### src/rtl/serial_add_ctrl.sv
// Bit-serial adder: one shared full adder walks the operands LSB first,
// sequenced by a three-state IDLE/RUN/DONE controller.

module full_adder (
   input  logic a,
   input  logic b,
   input  logic c,
   output logic sum,
   output logic carry
);
   assign sum   = a ^ b ^ c;
   assign carry = (a & b) | (c & (a ^ b));
endmodule

module serial_add_ctrl #(
   parameter int WIDTH = 8
) (
   input  logic             clk,
   input  logic             rst,
   input  logic             start,
   input  logic [WIDTH-1:0] a_in,
   input  logic [WIDTH-1:0] b_in,
   input  logic             cin,
   output logic             busy,
   output logic             done,
   output logic [WIDTH-1:0] sum_out,
   output logic             cout
);
   typedef enum logic [1:0] {IDLE, RUN, DONE} state_t;

   localparam int CW = (WIDTH > 1) ? $clog2(WIDTH) : 1;

   state_t           state, state_nxt;
   logic [WIDTH-1:0] a_sr, b_sr, s_sr, s_nxt;
   logic             c_reg;
   logic [CW-1:0]    cnt;
   logic             fa_sum, fa_carry;
   logic             load, step, last;

   full_adder u_fa (
      .a     (a_sr[0]),
      .b     (b_sr[0]),
      .c     (c_reg),
      .sum   (fa_sum),
      .carry (fa_carry)
   );

   // New sum bits enter at the MSB so the result lands aligned after WIDTH steps.
   generate
      if (WIDTH == 1) begin : g_w1
         assign s_nxt = fa_sum;
      end else begin : g_wn
         assign s_nxt = {fa_sum, s_sr[WIDTH-1:1]};
      end
   endgenerate

   assign last = (cnt == CW'(WIDTH - 1));

   always_ff @(posedge clk) begin
      if (rst) state <= IDLE;
      else     state <= state_nxt;
   end

   always_comb begin
      state_nxt = state;
      load      = 1'b0;
      step      = 1'b0;
      case (state)
         IDLE: if (start) begin
            load      = 1'b1;
            state_nxt = RUN;
         end
         RUN: begin
            step = 1'b1;
            if (last) state_nxt = DONE;
         end
         DONE:    state_nxt = IDLE;
         default: state_nxt = IDLE;
      endcase
   end

   always_ff @(posedge clk) begin
      if (rst) begin
         a_sr    <= '0;
         b_sr    <= '0;
         s_sr    <= '0;
         c_reg   <= 1'b0;
         cnt     <= '0;
         sum_out <= '0;
         cout    <= 1'b0;
      end else if (load) begin
         a_sr  <= a_in;
         b_sr  <= b_in;
         c_reg <= cin;
         cnt   <= '0;
      end else if (step) begin
         s_sr  <= s_nxt;
         c_reg <= fa_carry;
         a_sr  <= a_sr >> 1;
         b_sr  <= b_sr >> 1;
         cnt   <= cnt + 1'b1;
         if (last) begin
            sum_out <= s_nxt;
            cout    <= fa_carry;
         end
      end
   end

   assign busy = (state != IDLE);
   assign done = (state == DONE);
endmodule

### config.mk
export PLATFORM = sky130hd
export DESIGN_NAME = serial_add_ctrl
export DESIGN_NICKNAME = d
export VERILOG_FILES = /design/src/rtl/serial_add_ctrl.sv
export SDC_FILE = /design/constraint.sdc
export NUM_CORES = 1
export LEC_CHECK = 0
export CORE_ASPECT_RATIO = 0.8
export CORE_MARGIN = 5
export CORE_UTILIZATION = 57
export CTS_BUF_LIST = sky130_fd_sc_hd__clkbuf_2
export DETAILED_ROUTE_END_ITERATION = 7
export PLACE_DENSITY = 0.94
export SLEW_MARGIN = 10
export SYNTH_ARGS = -nofsm -noshare
export SYNTH_HDL_FRONTEND = slang
export SYNTH_SLANG_ARGS = --single-unit
### constraint.sdc
create_clock -name clk -period 2.46 [get_ports clk]
set_clock_uncertainty 0.1 [all_clocks]
set_input_delay 0.492 -clock clk [delete_from_list [all_inputs] [get_ports clk]]
set_output_delay 0.492 -clock clk [all_outputs]
set_load 0.01 [all_outputs]
### After elaboration in Yosys (flattened, before gate mapping)

Cells that the tools add are included.

* div/mod/pow operators: 0
* equal/unequal tests: 5
* multipliers: 0
* muxes and demuxes: 12
* $lt $le $gt $ge: 0
* bitwise logic cells: 6
* shift operators: 0
* reductions and logical operators: 7
* $add $sub $neg: 1

Operator list (number)
* two-way mux 8 bit: 4
* two-way mux 1 bit: 5
* two-way mux 2 bit: 2
* inequality test 2 bit (second input constant): 2
* case mux 2 bit (2 select lines): 1
* AND reduction 2 bit: 2
* nonzero test 2 bit: 2
* adder 3 x 1 -> 3 bit (second input constant): 1
* == test 3 bit (second input constant): 1
* AND reduction 3 bit: 1
* AND 1 bit: 2
* == test 2 x 1 -> 1 bit (second input constant): 1
* == test 2 bit (second input constant): 1
* logical NOT 2 bit: 1
* OR reduction 2 bit: 1
* bitwise XOR 1 bit: 2
* inverter 1 bit: 1
* bitwise OR 1 bit: 1

* bits in registers: 39
* bits of input ports: 20
* ROM bits: 0
* memories: 0
* output and inout bits: 11
* logic and storage cells: 39
* memory bits (writable): 0
* bits in latches: 0

### Longest topological paths before layout

* word-level depth: 5
* depth in mapped cells: 6
* mapped depth without buffers: 5

### By module

Synthesis repeated with hierarchy kept, for this count alone.

* cells, all modules: 190
* area, all modules: 1640.3 µm²

Modules (own cells, without submodules)
* serial_add_ctrl: seq. area each 760.7 µm², instances 1, area an instance 1620.3 µm², cells each 189
* full_adder: seq. area each 0.0 µm², instances 1, area an instance 20.0 µm², cells each 1

### Least setup slack after synthesis

OpenSTA, ideal clock, no wires.

* kind: register -> register
* start: register cnt[0]
* end: register cout
* required time: 2.232 ns
* period minus slack after synthesis: 1.521 ns
* cell stages (with the launch flop): 7
* library setup time: 0.128 ns
* slack: 0.939 ns
* path buffers: 1
* arrival time: 1.294 ns
* cells stage by stage: dfxtp_1 ha_1 ha_1 clkbuf_1 nand3b_2 mux2i_1 nor2_1

* longest elaborated chain between the ends: 2

Ends and longest elaborated chain
* from (decl): RTL line 36 `logic [CW-1:0] cnt;`
* from (signal assigned): RTL line 101 `cnt <= cnt + 1'b1;`
* == test 3 bit: RTL line 57 `assign last = (cnt == CW'(WIDTH - 1));`
* AND reduction 3 bit (no line)
* to (signal assigned): RTL line 104 `cout <= fa_carry;`
* to (decl): RTL line 27 `output logic cout`

Every way passes these cells.
A chain may end at the register's enable or synchronous reset.

### Final worst setup path

* start: register state[1]
* end: output done

* longest elaborated chain between the ends: 1

Ends and longest elaborated chain
* from (decl): RTL line 33 `state_t state, state_nxt;`
* from (signal assigned): RTL line 61 `else state <= state_nxt;`
* == test 2 bit: RTL line 110 `assign done = (state == DONE);`
* to (decl): RTL line 25 `output logic done,`

Every way passes these cells.

==> reports/results.ini <==
[run_status]
status=finished clean

[die]
core_sq_mm=0.00277
start_util=0.593
fp.dieW_um=70.0
io_pins=31
fp.dieArea_sq_mm=0.00406
placementRows=17
die_h_um=58.0

[global_routing]
grt_pass1_vias=1296
grt_overflow=0
grt_max_degree=39
antenna_found_initial=0
grt_first_pass_wirelength_um=5660
grt_use_total=0.174

[sta]
holdWs_ns=0.366
worst_pin_slew_ns=0.693
fin_setup_tns_ns=0
slew_headroom=0.538
fmax_ghz=0.437
timing.final.crit_share=0.929
final-setup-viol-count=0
maxSlewViolCount=0
setup_slack_ns=0.173
fin_crit_ns=2.29
finalHoldViolCount=0
rsz0062_at_grt=false

[drt]
drc=0
route.detailed.wl_per_inst_um=13.0
ant_nets=0
drt-total-wl_um=3320
vias=1369
drtIter0Drc=93
viasPerCell=5.37
drtPass1Iterations=4

[setup_path]
cp_max_fo=11
worstPathRequired_ns=1.87
r2r_end=s_sr[3]
ff2ff_setup_slack_ns=0.58
reg2reg_from=state[1]
critPathCaptureType=output port
crit_arrival_ns=1.69
worst_r2r_path_depth=4
cp-start-kind=register
critPathKind=register to output port

[finish]
stdcell_count=255
drive_gt1_frac=0.115
fin_area_sq_mm=0.00195
n_antenna_cell=0
top_regs=a_sr x8, b_sr x8, sum_out x8
finalNetCount=239
syn_to_final_growth_pct=19.1
finalCoreUtilization=0.707

[logic_synthesis]
synth_cell_types=25
syn-cell-area_sq_mm=0.00164
synth_area_per_cell_sq_um=8.63
yosys-top-cells-count=dfxtp_1 (38), nand2_1 (36), a21oi_1 (32)
synth.area.top_cells=dfxtp_1 (46%), a21oi_1 (9.8%), nand2_1 (8.2%)
postSynthCellCount=190
seq_area_frac_synth=0.464
synth_top_area_share=0.464
yosysWarnings=0
ys_ff_latch=38
synth_area_leader_cell=dfxtp_1
yosys.cell_count.top_type=dfxtp_1
synth_ff_type=dfxtp_1
synthArstFlopShare=0
synth_edf_count=0
syn-num-nets=213

[min_path]
hp-start=sum_out[5]
holdPathStages=2
worstHoldEndpoint=sum_out[5]
hold_path.class=register to register

[placement]
dpl.cell_count=247
gp_routability_congestion=0.747
pre_cts_slack_ns=0.267
placed_area_sq_mm=0.00191
io_buffers=30
dp_hpwl_um=2200

[power]
finalPower_mw=1.10
comb_power_share=0.151
cellPowerDensity_mw_per_mm2=561
p_leak_nw=0.710
clkPwrFrac=0.239
internal_power_mw=0.799
seqPwrFrac=0.610
p_switching_mw=0.298
peakVddDrop_mv=0.399
sw_frac_of_total=0.271

[cts]
clk_pin_slew_ns=0.17
htreeDepth=2
numCtsBuffers=5
postCtsSetupBuffers=0
root_buffer=clkbuf_2
clockBufferDepth=2
clock_sinks=38
cts_tree=built
clkLatencyLatePin_ns=0.38

[flow_run]
cap_viol_max_count=0

critical path, stage by stage (launching register included):
cell and delay [ns]:
dfxtp_1 0.60, nor2b_1 0.18, clkdlybuf4s50_1 0.54
final cells by class:
cell class	count	area (sq um)
Fill cell	242	811
Sequential cell	38	762
Clock buffer	6	30.0
Timing Repair Buffer	35	338
Tap cell	38	47.5
Multi-Input combinational cell	136	768
Clock inverter	2	8.76
layout by cell type (no fill, tap or decap), types with 2 or more instances in the layout:
master,instances
a211oi_1,7
a211oi_2,5
a21oi_1,32
buf_4,5
clkbuf_2,6
clkdlybuf4s50_1,30
dfxtp_1,37
ha_1,2
mux2i_1,3
nand2_1,36
nand2b_1,4
nand3_1,10
nor2_1,18
nor2b_1,2
nor3_1,6
or3b_2,3
how the worst max path moves through the flow:
stage	startpoint	end
after floorplan	cnt[0]	cout
after global placement	start	a_sr[4]
after detailed placement	start	a_sr[6]
after CTS	state[0]	busy
after global routing	state[1]	done
final	state[1]	done
cell families after synthesis:
group           synth area share
xor+xnor                 0.00534
fa+ha+maj                 0.0275
flops                      0.464
mux                       0.0183
buf+inv                   0.0679
simple gates               0.239
compound gates             0.178
routing by layer:
layer / global-route usage / part of all wire
met3: 0.0537 / 0.067
met1: 0.213 / 0.48
met4: 0.0902 / 0.017
met5: 0 / 0
met2: 0.277 / 0.44
power by group through the flow:
stage	combinational (mW)	sequential, mW	clock (mW)
2_1_floorplan	0.124	0.673	0
3_3_place_gp	0.160	0.679	0
3_5_place_dp	0.164	0.681	0
4_1_cts	0.165	0.668	0.271
5_1_grt	0.181	0.674	0.296
6_report	0.166	0.669	0.262
repair_timing:
item | CTS | global route
gates resized for setup | 0 | 1
setup endpoints to repair | 0 | 1
hold buffers | 0 | 0
No activity file was read; power rests on OpenSTA's default activity.
